[src/rtl/nubus_error_log.sv]
// NuBus error collector: sticky flags, first-error capture, saturating counter, timestamped log
// FIFO and bus status encoding. Define NUBUS_ERRLOG_IRQ_EN to add the registered cpu_irq_o output.
module nubus_error_log #(
  parameter int              NSRC        = 8,
  parameter logic [NSRC-1:0] TIMEOUT_MSK = 8'h01,
  parameter logic [NSRC-1:0] TRYAGN_MSK  = 8'h80,
  parameter int              CNT_W       = 8,
  parameter int              LOG_DEPTH   = 4,
  parameter int              TS_W        = 16
) (
  input  logic                           nub_clkn,
  input  logic                           nub_resetn,
  input  logic [NSRC-1:0]                err_src_i,
  input  logic [NSRC-1:0]                cpu_mask_i,
  input  logic [NSRC-1:0]                cpu_eclr_i,
  input  logic                           cpu_clrall_i,
  input  logic                           cpu_log_pop_i,
  output logic [NSRC-1:0]                cpu_errors_o,
  output logic                           cpu_first_vld_o,
  output logic [$clog2(NSRC)-1:0]        cpu_first_o,
  output logic [CNT_W-1:0]               cpu_errcnt_o,
  output logic                           cpu_log_vld_o,
  output logic [NSRC-1:0]                cpu_log_src_o,
  output logic [TS_W-1:0]                cpu_log_ts_o,
  output logic [$clog2(LOG_DEPTH):0]     cpu_log_lvl_o,
  output logic                           cpu_log_ovf_o,
`ifdef NUBUS_ERRLOG_IRQ_EN
  output logic                           cpu_irq_o,
`endif
  output logic [1:0]                     mis_errorn_o
);

  // NuBus /TM1,/TM0 acknowledge status codes (active low on the bus)
  localparam logic [1:0] TMN_COMPLETE        = 2'b11;
  localparam logic [1:0] TMN_ERROR           = 2'b10;
  localparam logic [1:0] TMN_TIMEOUT_ERROR   = 2'b01;
  localparam logic [1:0] TMN_TRY_AGAIN_LATER = 2'b00;

  localparam int IDX_W = $clog2(NSRC);
  localparam int PTR_W = $clog2(LOG_DEPTH);
  localparam int LVL_W = PTR_W + 1;
  localparam logic [NSRC-1:0] OTHER_MSK = ~(TIMEOUT_MSK | TRYAGN_MSK);

  logic [NSRC-1:0]  r_errors;
  logic             r_firstVld;
  logic [IDX_W-1:0] r_first;
  logic [CNT_W-1:0] r_cnt;
  logic [TS_W-1:0]  r_ts;
  logic [NSRC-1:0]  r_logSrc [LOG_DEPTH];
  logic [TS_W-1:0]  r_logTs  [LOG_DEPTH];
  logic [PTR_W-1:0] r_rdPtr;
  logic [PTR_W-1:0] r_wrPtr;
  logic [LVL_W-1:0] r_level;
  logic             r_ovf;

  logic [NSRC-1:0]  w_ev;
  logic             w_evAny;
  logic [NSRC-1:0]  w_errorsNext;
  logic [IDX_W-1:0] w_firstIdx;
  logic             w_full;
  logic             w_doPop;
  logic             w_doPush;
  logic             w_drop;
  logic [1:0]       w_status;

  always_comb begin
    w_ev         = err_src_i & cpu_mask_i;
    w_evAny      = |w_ev;
    w_errorsNext = (r_errors | w_ev) & ~cpu_eclr_i;
    w_full       = (r_level == LVL_W'(LOG_DEPTH));
    w_doPop      = cpu_log_pop_i && (r_level != '0);
    // A full log still accepts a push when the head leaves in the same cycle
    w_doPush     = w_evAny && (!w_full || w_doPop);
    w_drop       = w_evAny && w_full && !w_doPop;
    w_firstIdx   = '0;
    for (int i = NSRC - 1; i >= 0; i--) begin
      if (w_ev[i]) w_firstIdx = IDX_W'(i);
    end
  end

  // Bus status uses the raw sources; the CPU mask only affects logging
  always_comb begin
    if (|(err_src_i & TIMEOUT_MSK))
      w_status = TMN_TIMEOUT_ERROR;
    else if (|(err_src_i & OTHER_MSK))
      w_status = TMN_ERROR;
    else if (|(err_src_i & TRYAGN_MSK))
      w_status = TMN_TRY_AGAIN_LATER;
    else
      w_status = TMN_COMPLETE;
  end

  always_ff @(negedge nub_clkn) begin
    if (!nub_resetn) begin
      r_errors   <= '0;
      r_firstVld <= 1'b0;
      r_first    <= '0;
      r_cnt      <= '0;
      r_ts       <= '0;
      r_rdPtr    <= '0;
      r_wrPtr    <= '0;
      r_level    <= '0;
      r_ovf      <= 1'b0;
      for (int i = 0; i < LOG_DEPTH; i++) begin
        r_logSrc[i] <= '0;
        r_logTs[i]  <= '0;
      end
    end else begin
      r_ts <= r_ts + TS_W'(1);
      if (cpu_clrall_i) begin
        r_errors   <= '0;
        r_firstVld <= 1'b0;
        r_first    <= '0;
        r_cnt      <= '0;
        r_rdPtr    <= '0;
        r_wrPtr    <= '0;
        r_level    <= '0;
        r_ovf      <= 1'b0;
      end else begin
        r_errors <= w_errorsNext;
        if (!r_firstVld && w_evAny) begin
          r_firstVld <= 1'b1;
          r_first    <= w_firstIdx;
        end
        if (w_evAny && (r_cnt != {CNT_W{1'b1}}))
          r_cnt <= r_cnt + CNT_W'(1);
        if (w_doPush) begin
          r_logSrc[r_wrPtr] <= w_ev;
          r_logTs[r_wrPtr]  <= r_ts;
          r_wrPtr           <= r_wrPtr + PTR_W'(1);
        end
        if (w_doPop)
          r_rdPtr <= r_rdPtr + PTR_W'(1);
        if (w_doPush && !w_doPop)
          r_level <= r_level + LVL_W'(1);
        else if (!w_doPush && w_doPop)
          r_level <= r_level - LVL_W'(1);
        if (w_drop)
          r_ovf <= 1'b1;
      end
    end
  end

`ifdef NUBUS_ERRLOG_IRQ_EN
  logic r_irq;

  // Interrupt tracks the sticky state as it will look after this edge
  always_ff @(negedge nub_clkn) begin
    if (!nub_resetn || cpu_clrall_i)
      r_irq <= 1'b0;
    else
      r_irq <= (|w_errorsNext) | r_ovf | w_drop;
  end

  assign cpu_irq_o = r_irq;
`endif

  assign cpu_errors_o    = r_errors;
  assign cpu_first_vld_o = r_firstVld;
  assign cpu_first_o     = r_first;
  assign cpu_errcnt_o    = r_cnt;
  assign cpu_log_vld_o   = (r_level != '0);
  assign cpu_log_src_o   = (r_level != '0) ? r_logSrc[r_rdPtr] : '0;
  assign cpu_log_ts_o    = (r_level != '0) ? r_logTs[r_rdPtr] : '0;
  assign cpu_log_lvl_o   = r_level;
  assign cpu_log_ovf_o   = r_ovf;
  assign mis_errorn_o    = w_status;

endmodule

[config.mk]
export PLATFORM = sky130hd
export DESIGN_NAME = nubus_error_log
export DESIGN_NICKNAME = d
export VERILOG_FILES = /design/src/rtl/nubus_error_log.sv
export SDC_FILE = /design/constraint.sdc
export NUM_CORES = 1
export LEC_CHECK = 0
export BUFFER_PORTS_ARGS = -buffer_cell sky130_fd_sc_hd__buf_2
export CORE_ASPECT_RATIO = 1.75
export CORE_MARGIN = 1
export CORE_UTILIZATION = 40
export DETAILED_ROUTE_END_ITERATION = 8
export GPL_TIMING_DRIVEN = 0
export HOLD_SLACK_MARGIN = 0.15
export REMOVE_ABC_BUFFERS = 1
export SETUP_SLACK_MARGIN = 0.1
export SLEW_MARGIN = 20
export SYNTH_ARGS = -nofsm -noshare
export SYNTH_HDL_FRONTEND = slang
export SYNTH_SLANG_ARGS = --single-unit
[constraint.sdc]
create_clock -name nub_clkn -period 4.6 [get_ports nub_clkn]
set_input_delay 0.23 -clock nub_clkn [delete_from_list [all_inputs] [get_ports nub_clkn]]
set_output_delay 0.23 -clock nub_clkn [all_outputs]
set_load 0.02 [all_outputs]
---- Word-level counts from Yosys, hierarchy flattened ----
Memory sizes are Yosys's and may differ from the RTL's. A register that Yosys moved wholly into a read port is not among the register bits.
Index checks and enable logic that the tools add are counted.
word-level totals
  bits in registers ....................... 44
  memory bits (writable) .................. 96
  input bits .............................. 28
  output and inout bits ................... 51
  word-level logic and storage cells ...... 74
  memories ................................ 2
cells by class
  $add $sub $neg .......................... 6
  eq/ne operators ......................... 2
  muxes and demuxes ....................... 30
  bitwise logic cells ..................... 5
  reduce and logical (&&, ||, !) cells .... 20
memories
  memory    words  bits a word  read ports  clocked after memory_dff  write ports  line  RTL
  r_logTs   4      16           1           1                         4            50    logic [TS_W-1:0] r_logTs [LOG_DEPTH];
  r_logSrc  4      8            1           1                         4            49    logic [NSRC-1:0] r_logSrc [LOG_DEPTH];
operator list
  cell                                               number
  two-way mux 16 bit                                 2
  two-way mux 3 bit                                  10
  two-way mux 2 bit                                  9
  adder 16 x 1 -> 16 bit (second input constant)     1
  bitwise AND 8 bit                                  2
  two-way mux 8 bit                                  2
  OR reduction 16 bit                                1
  OR reduction 8 bit                                 2
  adder 8 x 1 -> 8 bit (second input constant)       1
  logical AND 1 bit                                  8
  inequality test 8 bit (second input constant)      1
  inverter 8 bit                                     1
  OR 8 bit                                           1
  two-way mux 1 bit                                  7
  OR reduction 6 bit                                 1
  adder 2 x 1 -> 2 bit (second input constant)       2
  zero test 1 bit                                    4
  adder 3 x 1 -> 3 bit (second input constant)       1
  equality test 3 bit (second input constant)        1
  nonzero test 3 bit                                 1
  subtractor 3 x 1 -> 3 bit (second input constant)  1
  nonzero test 2 bit                                 1
  OR reduction 2 bit                                 1
  logical OR 1 bit                                   1
  inverter 1 bit                                     1

---- Longest topological paths before layout ----
Gate-level depths: netlist of run 1.
  depth in word-level cells ............... 10
  depth in mapped cells ................... 11
  depth with buffers taken out ............ 9

==> metrics.md, run 1 <==
| Metric | Value |
|---|---|
| Core footprint | `15540 sq um` |
| Origin of the worst min-delay path | `cpu_log_ovf_o` |
| Effective utilization at floorplan | `41.26%` |
| Total track usage | `19.12%` |
| Post-synthesis async set-or-reset flop share | `0%` |
| Post-Syn Instances | `513` |
| Top_reg_cell synth | `edfxtp_1` |
| Area growth syn-to-layout | `28.47%` |
| Worst clock skew on the final layout | `18.74 ps` |
| Endpoint type of the worst setup path | `primary output` |
| Die area | `16560 sq um` |
| Die height | `169.5 um` |
| Pin count of the biggest net entering global routing | `28` |
| Routed wire length per instance | `16.00 um` |
| Vias per cell | `5.160` |
| Internal power component | `2647 uW` |
| Post-layout net count | `766` |
| Number of buffers created by CTS | `17` |
| Final routed DRC violation total | `4` |
| Slew headroom | `43.92%` |
| Maximum vdd drop | `358.3 uV` |
| Clock tree from TritonCTS | `built` |
| First-pass GRT wire length | `24.22 mm` |
| Number of antenna violations at the first check in global routing | `0` |
| Leakage component of the power | `0.003800 uW` |
| Number of flops mapped to enable cells by yosys | `96` |
| Kind of critical path | `reg -> out` |
| Total standard cell area after synthesis | `6411 sq um` |
| Violations in the final reports | `design-rule violations` |
| Routability-driven placement congestion ratio | `0.7530` |
| Clock sinks | `142` |
| Std cell rows | `60` |
| Unrepaired setup endpoints after global routing | `false` |
| Total count of max-transition violations in the final report | `0` |
| Clock latency at the later pin of the worst-skew pair | `460 ps` |
| Synth area leader | `edfxtp_1` |
| Most numerous cell in the Yosys netlist | `edfxtp_1` |
| Cell types occupying the most area after synthesis | `edfxtp_1 (45%), dfxtp_1 (14%), mux4_2 (8.4%), and2_1 (6.0%), nor2_1 (3.9%)` |
| Capture point of the worst reg-to-reg path | `cpu_log_lvl_o[2]` |
| Crit Path Max Fanout | `10` |
| Clk slew on worst S/H paths | `30 ps` |
| Data arrival time at the worst-slack endpoint | `4130 ps` |
| Fill cell total of the finished layout | `1371` |
| Register-to-Register Setup Slack | `2170 ps` |
| #FFs+latches synth | `142` |
| Detailed Route Iter0 Violations | `249` |
| Remaining global-route overflow | `0` |
| Number of placed I/O pins | `79` |
| Sequential area share after synthesis | `59.33%` |
| Startpoint of the lowest-slack register-to-register path | `cpu_log_lvl_o[0]` |
| Number of cells on the worst reg-to-reg path | `8` |
| X dimension of the die | `97.70 um` |
| Setup WS pre-CTS | `-1863 ps` |
| Via total after detailed routing | `4814` |
| Port Buffers | `78` |
| Fin Hold WS | `464.5 ps` |
| Maximum root-to-sink buffer count | `2` |
| Pwr dens | `458.4 nW/um^2` |
| Number of diodes | `0` |
| Remaining antenna violation count | `0` |
| Number of distinct library cells after synthesis | `51` |
| Router iterations before antenna repair | `7` |
| Standard cell with the maximum stage delay on the critical path | `mux4_2` |
| Number of cells on the worst hold path | `2` |
| Switching pwr | `1128 uW` |
| Switching share of total power | `29.88%` |
| Result of the run | `complete, but fails checks` |
| Share of the synthesized area in the top cell type | `44.96%` |
| Yosys warning count | `0` |
| Measured slew at the worst slew-check pin | `839.4 ps` |
| Setup crit start kind | `flip-flop` |
| Synth Area per Inst | `12.50 sq um` |
| Final hold vios | `0` |
| Count of H-tree levels built during CTS | `4` |
| Clock Root Buffer | `clkbuf_16` |
| Vias in the first global route | `5324` |
| Worst setup path end | `cpu_log_src_o[2]` |
| Fraction of power consumed by the clock network | `51.9%` |
| Series of cell instances along the critical path | `buf_12 -> mux4_2 -> and2_1 -> buf_2` |
| Class of the tightest hold or removal check | `reg -> reg` |
| Sum of net half-perimeters after detailed placement | `9.526 mm` |
| Max_cap viols | `0` |
| Required time of the critical path | `4370 ps` |
| Synth top cells by count | `edfxtp_1 (96), nor2_1 (67), and2_1 (61), dfxtp_1 (46), mux4_2 (24)` |
| Fraction of layout cells with a size suffix above 1 | `24.23%` |
| Sequential Power Share | `38.5%` |
| Post-detailed-routing wire length | `14.92 mm` |
| Gate power share | `9.6%` |
| Slowest stage delay, CP | `530 ps` |
| Number of hold-repair buffers added at the cts stage | `0` |
| Worst setup margin | `240.8 ps` |
| Final setup fails | `0` |
-- stage by stage --
stage	total power, uW	utilization, %	area [sq um]	std cells	setup TNS (ps)
final	3776	53.00	8237	933	0
after global routing	4013	53.00	8237	933	0
after CTS	3837	52.91	8222	931	0
after detailed placement	2009	44.70	6947	755	-170210
after global placement	1994	44.15	6860	747	-296400
after floorplan	1869	-	6237	483	-51610
-- kinds of logic after synthesis --
group	Yosys count	synth area share [%]
XOR/XNOR	14	1.912
buffers and inverters	37	3.123
adder cells (fa/ha/maj)	4	0.8978
AND/OR/NAND/NOR	241	20.69
flip-flops	142	59.33
multiplexers	27	8.899
AO/OA/AOI/OAI	48	5.152
-- placed cells by master (no fill, tap or decap), types with 4 or more instances in the layout --
master | netlist | routed
clkinv_4 | 0 | 4
and3_1 | 17 | 17
bufinv_16 | 0 | 4
buf_4 | 1 | 4
and2_1 | 61 | 61
buf_2 | 4 | 85
and2_4 | 10 | 10
nor4_1 | 5 | 4
nor2_1 | 67 | 66
nand3_1 | 13 | 13
dfxtp_1 | 46 | 44
clkbuf_16 | 0 | 17
or3_1 | 7 | 6
inv_1 | 7 | 149
xnor2_1 | 4 | 4
mux4_2 | 24 | 24
nand2_1 | 23 | 20
edfxtp_1 | 96 | 96
xor2_1 | 10 | 10
nand4_1 | 4 | 4
nor3_1 | 14 | 14
a21oi_1 | 15 | 15
o21ai_0 | 5 | 5
-- worst max-delay path, delay by kind of cell, from the launching register on --
family / cells / cell delay (ps)
mux: 1 / 530
flops: 1 / 370
buf+inv: 2 / 310
simple gates: 1 / 170
-- worst min-delay path by stage --
stage | endpoint | slack [ps]
6_report | cpu_log_ovf_o | 460
5_1_grt | cpu_log_ovf_o | 490
4_1_cts | cpu_log_ovf_o | 470
3_5_place_dp | cpu_log_ovf_o | 460
3_3_place_gp | cpu_log_ovf_o | 470
2_1_floorplan | r_wrPtr[1] | 450
-- final cells by class --
class                      instances  area, sq um  share of cell area [%]
sequential                       142         3811                   46.27
multi-input combinational        334         2499                   30.34
clock inverter                   157        743.2                   9.023
timing repair buffer              91        503.0                   6.107
clock buffer                      17        425.4                   5.165
tap                              186        232.7                   2.825
inverter                           6        22.52                  0.2734
-- layer usage --
metal / wire [um] / part of all wire (%) / global-route usage (%) / vias up
li1: - / - / - / 2314
met1: 5170 / 35 / 15.89 / 2335
met2: 8759 / 59 / 36.39 / 146
met3: 702 / 4.7 / 7.619 / 19
met4: 292 / 2.0 / 12.58 / 0
met5: 0 / 0 / 0 / -
-- power groups by stage --
| stage | logic [uW] | clock network [uW] | registers, uW |
|---|---|---|---|
| 6_report | 361 | 1960 | 1450 |
| 5_1_grt | 396 | 2160 | 1460 |
| 4_1_cts | 369 | 2010 | 1450 |
| 3_5_place_dp | 348 | 185 | 1480 |
| 3_3_place_gp | 330 | 185 | 1480 |
| 2_1_floorplan | 204 | 185 | 1480 |
-- registers in the layout, summed over array words and instances (netlist names), named ones only --
name,cells
cpu_first_vld_o,1
cpu_first_o,3
cpu_log_ovf_o,1
cpu_log_lvl_o,3
r_rdPtr,2
r_wrPtr,2
r_logTs,64
r_ts,16
cpu_errors_o,8
r_logSrc,32
cpu_errcnt_o,8
-- what timing repair did --
action | in CTS | in global routing
endpoints found under the hold margin | 0 | 0
pin swaps | 1 | 1
cloned | 0 | 0
endpoints found under the setup margin | 168 | 2
setup buffers | 3 | 2
resized for setup | 15 | 0
No activity file was read; power rests on OpenSTA's default activity.
==> run 2, diff against run 1 <==
--- a/config.mk
+++ b/config.mk
@@ -5,12 +5,13 @@
 export SDC_FILE = /design/constraint.sdc
 export NUM_CORES = 1
 export LEC_CHECK = 0
+export ABC_AREA = 1
 export BUFFER_PORTS_ARGS = -buffer_cell sky130_fd_sc_hd__buf_2
 export CORE_ASPECT_RATIO = 1.75
-export CORE_MARGIN = 1
+export CORE_MARGIN = 2
 export CORE_UTILIZATION = 40
 export DETAILED_ROUTE_END_ITERATION = 8
-export GPL_TIMING_DRIVEN = 0
+export GPL_TIMING_DRIVEN = 1
 export HOLD_SLACK_MARGIN = 0.15
 export REMOVE_ABC_BUFFERS = 1
 export SETUP_SLACK_MARGIN = 0.1
==> run 2 against run 1 <==
The flow now finishes without violations; combinational power is 13% higher; synthesized cell count up 39%; via count is 15% higher; clock skew down 2.0 ps; sequential share of layout area is 0.17 points higher; cell count increased by 23%; die area up 2.4%; worst setup slack improved by 12 ps; critical path depth up 2; sequential power barely moved.
==> metrics.md, run 2 <==
| Metric | Value |
|---|---|
| Worst setup path end | `cpu_log_src_o[7]` |
| Die area | `16950 sq um (+2.4%)` |
| X dimension of the die | `99.27 um (+1.6%)` |
| Setup crit start kind | `flip-flop` |
| Post-layout net count | `981 (+28%)` |
| Met1 Usage GRT | `17.50% (+1.6 points)` |
| Share of synthesized cell area in full adder, half adder and majority cells | `0.9059% (+0.0081 points)` |
| Total track usage | `19.84% (+0.72 points)` |
| Switching share of total power | `32.23% (+2.3 points)` |
| Share of the synthesized area in the top cell type | `45.37% (+0.41 points)` |
| Post-synthesis async set-or-reset flop share | `0% (unchanged)` |
| Area fraction in compound gates after synthesis | `10.28% (+5.1 points)` |
| Sequential area share after synthesis | `59.87% (+0.54 points)` |
| Synthesized-area fraction occupied by xor and xnor cells | `0.5514% (-1.4 points)` |
| Vias per cell | `4.796 (-7.1%)` |
| Number of hold-repair buffers added at the cts stage | `0 (unchanged)` |
| Dominant combinational cell family by area after synthesis | `simple AND/OR/NAND/NOR gates` |
| Core footprint | `15720 sq um (+1.2%)` |
| Synth Area per Inst | `8.924 sq um (-29%)` |
| Startpoint of the lowest-slack register-to-register path | `cpu_log_lvl_o[0]` |
| Clock sinks | `142 (unchanged)` |
| Maximum vdd drop | `306.3 uV (-15%)` |
| Clk slew on worst S/H paths | `30 ps (about the same)` |
| Number of buffers created by CTS | `17 (unchanged)` |
| Clock Root Buffer | `clkbuf_16` |
| #FFs+latches synth | `142 (unchanged)` |
| Number of diodes | `0 (unchanged)` |
| Routability-driven placement congestion ratio | `0.8286 (+10%)` |
| Pin count of the biggest net entering global routing | `49 (+75%)` |
| Detailed Route Iter0 Violations | `290 (+16%)` |
| Share of synthesized area spent on multiplexers | `0% (-8.9 points)` |
| Leakage component of the power | `0.004005 uW (+5.4%)` |
| Clock tree from TritonCTS | `built` |
| Area growth syn-to-layout | `28.99%` |
| Sum of net half-perimeters after detailed placement | `10.62 mm (+11%)` |
| Slew headroom | `30.80% (-13 points)` |
| Post-Syn Instances | `712 (+39%)` |
| Maximum root-to-sink buffer count | `2 (unchanged)` |
| Highest-utilization routing layer at the global route stage | `met2` |
| Vias in the first global route | `5851 (+9.9%)` |
| Number of antenna violations at the first check in global routing | `0 (unchanged)` |
| Class of the tightest hold or removal check | `reg -> reg` |
| Number of cells on the worst hold path | `2 (unchanged)` |
| Largest register by flop count | `r_logTs` |
| Remaining global-route overflow | `0 (unchanged)` |
| Remaining antenna violation count | `0 (unchanged)` |
| Synth top cells by count | `nor2_1 (200), edfxtp_1 (96), nand2_1 (81), o21ai_0 (75), inv_1 (73)` |
| Setup WS pre-CTS | `189.0 ps (+2052 ps)` |
| Commonest non-fill, non-tap cell in the layout | `inv_1` |
| Data arrival time at the worst-slack endpoint | `4120 ps (about the same)` |
| Via total after detailed routing | `5515 (+15%)` |
| Pwr dens | `446.4 nW/um^2 (-2.6%)` |
| Fin Hold WS | `478.6 ps (+14.16 ps)` |
| Measured slew at the worst slew-check pin | `1035 ps (+196.0 ps)` |
| Endpoint type of the worst setup path | `primary output` |
| Most numerous cell in the Yosys netlist | `nor2_1` |
| Leading cell types in the layout, fill and taps excluded | `inv_1 (214), nor2_1 (200), edfxtp_1 (96)` |
| Clock latency at the later pin of the worst-skew pair | `450 ps (about the same)` |
| Number of distinct library cells after synthesis | `28 (-45%)` |
| Fraction of power consumed by the clock network | `48.8% (-3.1 points)` |
| Fill cell total of the finished layout | `1459 (+6.4%)` |
| Count of H-tree levels built during CTS | `4 (unchanged)` |
| Max_cap viols | `0 (unchanged)` |
| Post-detailed-routing wire length | `16.34 mm (+9.5%)` |
| Switching pwr | `1179 uW (+4.5%)` |
| Total count of max-transition violations in the final report | `0 (unchanged)` |
| Post-route standard cell area excluding fillers | `8195 sq um (-0.50%)` |
| Worst clock skew on the final layout | `16.74 ps (-2.001 ps)` |
| Cell types occupying the most area after synthesis | `edfxtp_1 (45%), dfxtp_1 (14%), nor2_1 (12%), o21ai_0 (5.9%), nand2_1 (4.8%)` |
| Internal power component | `2480 uW (-6.3%)` |
| Router iterations before antenna repair | `8 (+1)` |
| Placed Area | `7034 sq um (+1.3%)` |
| Effective utilization at floorplan | `40.41% (-0.85 points)` |
| Yosys warning count | `0 (unchanged)` |
| Post-layout util | `52.12% (-0.88 points)` |
| Crit Path Max Fanout | `8 (-2)` |
| Kind of critical path | `reg -> out` |
| Total standard cell area after synthesis | `6354 sq um (-0.90%)` |
| Required time of the critical path | `4370 ps (about the same)` |
| Final hold vios | `0 (unchanged)` |
| GRT met2 Usage | `37.46% (+1.1 points)` |
| Number of flops mapped to enable cells by yosys | `96 (unchanged)` |
| Final setup fails | `0 (unchanged)` |
| Routed wire length per instance | `14.21 um (-11%)` |
| Unrepaired setup endpoints after global routing | `true` |
| Synth Area in Simple Gates | `21.66% (+0.98 points)` |
| Gate power share | `11.2% (+1.6 points)` |
| Std cell rows | `61 (+1.7%)` |
| Largest registers | `r_logTs x64, r_logSrc x32, r_ts x16` |
| Fraction of layout cells with a size suffix above 1 | `17.48% (-6.7 points)` |
| First-pass GRT wire length | `26.16 mm (+8.0%)` |
| Top_reg_cell synth | `edfxtp_1` |
| Number of placed I/O pins | `79 (unchanged)` |
| Capture point of the worst reg-to-reg path | `cpu_log_lvl_o[2]` |
| Sequential Power Share | `40.0% (+1.5 points)` |
| Port Buffers | `78 (unchanged)` |
| Register-to-Register Setup Slack | `2210 ps (+40 ps)` |
| Final routed DRC violation total | `0 (-4)` |
| Number of flip-flops in the largest register | `64 (unchanged)` |
| Met3 Resource Use GR | `7.435% (-0.18 points)` |
| Number of cells on the worst reg-to-reg path | `13 (+5)` |
| Worst setup margin | `252.3 ps (+11.54 ps)` |
| Die height | `170.7 um (+0.74%)` |
| Synth area leader | `edfxtp_1` |
| Result of the run | `finished clean` |
[run 2: cell count changes after synthesis, moves of 9 or more]
cell	previous run	this run
nor2_1	67	200
o21ai_0	5	75
inv_1	7	73
and2_1	61	0
nand2_1	23	81
a21oi_1	15	49
mux4_2	24	0
and3_1	17	0
and2_4	10	0
nor2_2	0	9
[run 2: worst min path at each step]
stage	start	endpoint	slack, ps
finish	r_rdPtr[1]	flip-flop	480
global route	r_rdPtr[1]	flip-flop	500
CTS	r_ts[0]	r_ts[0]	470
detailed placement	r_ts[0]	r_ts[0]	460
global placement	r_rdPtr[1]	r_rdPtr[1]	450
floorplan	r_rdPtr[1]	flip-flop	440
[run 2: kinds of logic after synthesis]
group / after synthesis
compound gates: 128
xor+xnor: 4
buf+inv: 105
simple gates: 329
flops: 142
fa+ha+maj: 4
[run 2: timing repair]
action	in CTS	in global routing
pin swaps	0	0
setup endpoints to repair	3	23
resized for setup	4	2
buffers inserted	5	0
gates cloned	1	0
[run 2: final cells by class]
class	instances	area [sq um]	share of cell area, %
multi-input cells	465	2132	26.02
clock inverters	156	668.1	8.153
well taps	189	236.5	2.885
flip-flops and latches	142	3806	46.44
repair buffers	104	630.6	7.695
repair inverters	1	7.507	0.09160
inverters	76	289.0	3.527
clock buffers	17	425.4	5.191
[run 2: power by group through the flow]
stage	clock (uW)	sequential, uW	combinational (uW)
detailed placement	185	1480	415
CTS	1840	1470	419
global route	1990	1470	453
floorplan	185	1490	225
global placement	185	1480	405
finish	1790	1470	408
[run 2: through the flow]
stage | total power (uW) | cells | setup TNS (ps)
2_1_floorplan | 1900 | 684 | -4416
3_3_place_gp | 2068 | 972 | 0
3_5_place_dp | 2081 | 972 | 0
4_1_cts | 3727 | 1150 | 0
5_1_grt | 3909 | 1150 | 0
6_report | 3659 | 1150 | 0
[run 2: worst max-delay path, stage by stage, from the launching register on]
cell,delay [ps]
dfxtp_2,420
clkinvlp_4,100
buf_4,180
nor2_1,100
o21ai_0,80
a21oi_1,260
buf_2,220
[run 2: metal layers]
metal  vias up  part of all wire, %
li1       2789                    -
met1      2550                   36
met3        21                  4.6
met4         0                  1.8
met2       155                   58
met5         -                    0
==> run 3, diff against run 2 <==
--- a/config.mk
+++ b/config.mk
@@ -8,13 +8,14 @@
 export ABC_AREA = 1
 export BUFFER_PORTS_ARGS = -buffer_cell sky130_fd_sc_hd__buf_2
 export CORE_ASPECT_RATIO = 1.75
-export CORE_MARGIN = 2
+export CORE_MARGIN = 4
 export CORE_UTILIZATION = 40
 export DETAILED_ROUTE_END_ITERATION = 8
 export GPL_TIMING_DRIVEN = 1
 export HOLD_SLACK_MARGIN = 0.15
 export REMOVE_ABC_BUFFERS = 1
 export SETUP_SLACK_MARGIN = 0.1
+export SKIP_CTS_REPAIR_TIMING = 1
 export SLEW_MARGIN = 20
 export SYNTH_ARGS = -nofsm -noshare
 export SYNTH_HDL_FRONTEND = slang
==> run 3 against run 2 <==
Sequential power barely moved; critical path depth did not move; sequential cell count unchanged; critical path type unchanged; non-clock buffer count fell by 4; clock skew is 2.1 ps higher; sequential share of layout area down 0.064 points; highest routed layer unchanged; via count increased by 1.5%; largest power group unchanged; utilization up 0.94 points.
==> metrics.md, run 3 (same netlist as run 2, synthesis figures left out) <==
| Metric | Value |
|---|---|
| Maximum vdd drop | `338.1 uV (+10%)` |
| Slew headroom | `34.11% (+3.3 points)` |
| Leading cell types in the layout, fill and taps excluded | `inv_1 (214), nor2_1 (200), edfxtp_1 (96)` |
| Count of H-tree levels built during CTS | `4 (unchanged)` |
| First-pass GRT wire length | `26.36 mm (+0.79%)` |
| Count of non-filler cells in the finished layout | `1144 (-0.52%)` |
| Register-to-Register Setup Slack | `2380 ps (+170 ps)` |
| Routed wire length per instance | `14.55 um (+2.4%)` |
| Data arrival time at the worst-slack endpoint | `4120 ps (about the same)` |
| Number of cells on the worst hold path | `2 (unchanged)` |
| Measured slew at the worst slew-check pin | `985.9 ps (-49.53 ps)` |
| Max_cap viols | `0 (unchanged)` |
| Port Buffers | `78 (unchanged)` |
| Pwr dens | `466.7 nW/um^2 (+4.5%)` |
| Effective utilization at floorplan | `41.08% (+0.67 points)` |
| Final hold vios | `0 (unchanged)` |
| Clock latency at the later pin of the worst-skew pair | `450 ps (about the same)` |
| Fill cell total of the finished layout | `1444 (-1.0%)` |
| Met3 Resource Use GR | `6.872% (-0.56 points)` |
| Unrepaired setup endpoints after global routing | `false` |
| Post-layout net count | `977 (-0.41%)` |
| Vias per cell | `4.894 (+2.1%)` |
| Fraction of layout cells with a size suffix above 1 | `17.22% (-0.26 points)` |
| Sum of net half-perimeters after detailed placement | `10.47 mm (-1.4%)` |
| Number of placed I/O pins | `79 (unchanged)` |
| Via total after detailed routing | `5599 (+1.5%)` |
| Post-layout util | `53.07% (+0.94 points)` |
| Startpoint of the lowest-slack register-to-register path | `cpu_log_lvl_o[0]` |
| Std cell rows | `60 (-1.6%)` |
| X dimension of the die | `103.3 um (+4.0%)` |
| Number of diodes | `0 (unchanged)` |
| Number of cells on the worst reg-to-reg path | `12 (-1)` |
| Required time of the critical path | `4370 ps (about the same)` |
| Router iterations before antenna repair | `5 (-3)` |
| GRT met2 Usage | `34.51% (-2.9 points)` |
| Endpoint type of the worst setup path | `primary output` |
| Cell count after placement | `968 (-0.41%)` |
| Clk slew on worst S/H paths | `30 ps (about the same)` |
| Clock sinks | `142 (unchanged)` |
| Clock Root Buffer | `clkbuf_16` |
| Largest register by flop count | `r_logTs` |
| Leakage component of the power | `0.004015 uW (+0.25%)` |
| Kind of critical path | `reg -> out` |
| Number of buffers created by CTS | `17 (unchanged)` |
| Total track usage | `18.85% (-0.99 points)` |
| Area growth syn-to-layout | `29.17%` |
| Worst clock skew on the final layout | `18.87 ps (+2.129 ps)` |
| Origin of the worst min-delay path | `r_rdPtr[1]` |
| Number of flip-flops in the largest register | `64 (unchanged)` |
| Die height | `174.7 um (+2.3%)` |
| Pin count of the biggest net entering global routing | `29 (-41%)` |
| Setup crit start kind | `flip-flop` |
| Commonest non-fill, non-tap cell in the layout | `inv_1` |
| Final routed DRC violation total | `0 (unchanged)` |
| Remaining antenna violation count | `0 (unchanged)` |
| Detailed Route Iter0 Violations | `307 (+5.9%)` |
| Final setup fails | `0 (unchanged)` |
| Clock tree from TritonCTS | `built` |
| Total count of max-transition violations in the final report | `0 (unchanged)` |
| Number of antenna violations at the first check in global routing | `0 (unchanged)` |
| Core footprint | `15460 sq um (-1.6%)` |
| Class of the tightest hold or removal check | `reg -> reg` |
| Crit Path Max Fanout | `12 (+4)` |
| Final setup TNS | `0 ps (unchanged)` |
| Result of the run | `finished clean` |
| Maximum root-to-sink buffer count | `2 (unchanged)` |
| Capture point of the worst reg-to-reg path | `cpu_log_lvl_o[2]` |
| Highest-utilization routing layer at the global route stage | `met2` |
| Post-detailed-routing wire length | `16.64 mm (+1.9%)` |
| Die area | `18040 sq um (+6.5%)` |
| Vias in the first global route | `5993 (+2.4%)` |
| Routability-driven placement congestion ratio | `0.8918 (+7.6%)` |
| Remaining global-route overflow | `0 (unchanged)` |
| Met1 Usage GRT | `17.27% (-0.23 points)` |
| Largest registers | `r_logTs x64, r_logSrc x32, r_ts x16` |
==> run 3: cell count changes in the layout (fill, tap and decap cells not counted) <==
cell,change
buf_12,-2
bufinv_16,+3
clkinvlp_2,-1
buf_4,-1
inv_4,+1
buf_6,-1
clkinv_4,-2
==> run 3: layout make-up <==
type	instances	area, sq um	share of cell area (%)
timing repair inverter	1	7.507	0.09148
multi-input combinational	465	2132	25.98
tap	186	232.7	2.836
timing repair buffer	100	571.8	6.968
sequential	142	3806	46.38
inverter	76	289.0	3.522
clock inverter	157	742.0	9.041
clock buffer	17	425.4	5.184
==> run 3: stage by stage <==
| step | setup WS, ps | hold slack [ps] | cell area (sq um) | power, uW |
|---|---|---|---|---|
| 3_5_place_dp | 167.4 | 460.0 | 6998 | 2068 |
| 3_3_place_gp | 259.1 | 455.9 | 6998 | 2058 |
| 2_1_floorplan | -184.0 | 435.6 | 6215 | 1900 |
| 6_report | 248.9 | 457.6 | 8207 | 3830 |
| 4_1_cts | 48.80 | 469.6 | 8162 | 3884 |
| 5_1_grt | 131.9 | 488.6 | 8207 | 4075 |
==> run 3: worst max path at each step <==
stage,startpoint,to,slack [ps],cells after the start
final,flip-flop,cpu_log_src_o[7],250,6
after CTS,flip-flop,cpu_log_src_o[7],50,5
after global routing,flip-flop,cpu_log_src_o[5],130,6
after global placement,err_src_i[2],cpu_log_lvl_o[1],260,12
after detailed placement,err_src_i[6],cpu_log_lvl_o[1],170,12
after floorplan,err_src_i[6],r_logSrc[3][0],-180,7
==> run 3: routing by layer <==
layer / wire [um] / vias up
met4: 340 / 0
met1: 5801 / 2620
met2: 9611 / 158
met3: 889 / 26
li1: - / 2795
met5: 0 / -
==> run 3: where the power goes <==
group          switching [uW]  leakage [uW]  internal [uW]
sequential               29.4       0.00137           1440
combinational             281       0.00157            119
clock                     881       0.00107           1090
total                    1190       0.00401           2640
==> run 3: worst max-delay path, cell delays in order, from the launching register on <==
cell,delay [ps]
dfxtp_2,420
clkinvlp_4,140
buf_12,160
nor2_1,90
o21ai_0,90
a21oi_1,240
buf_2,220
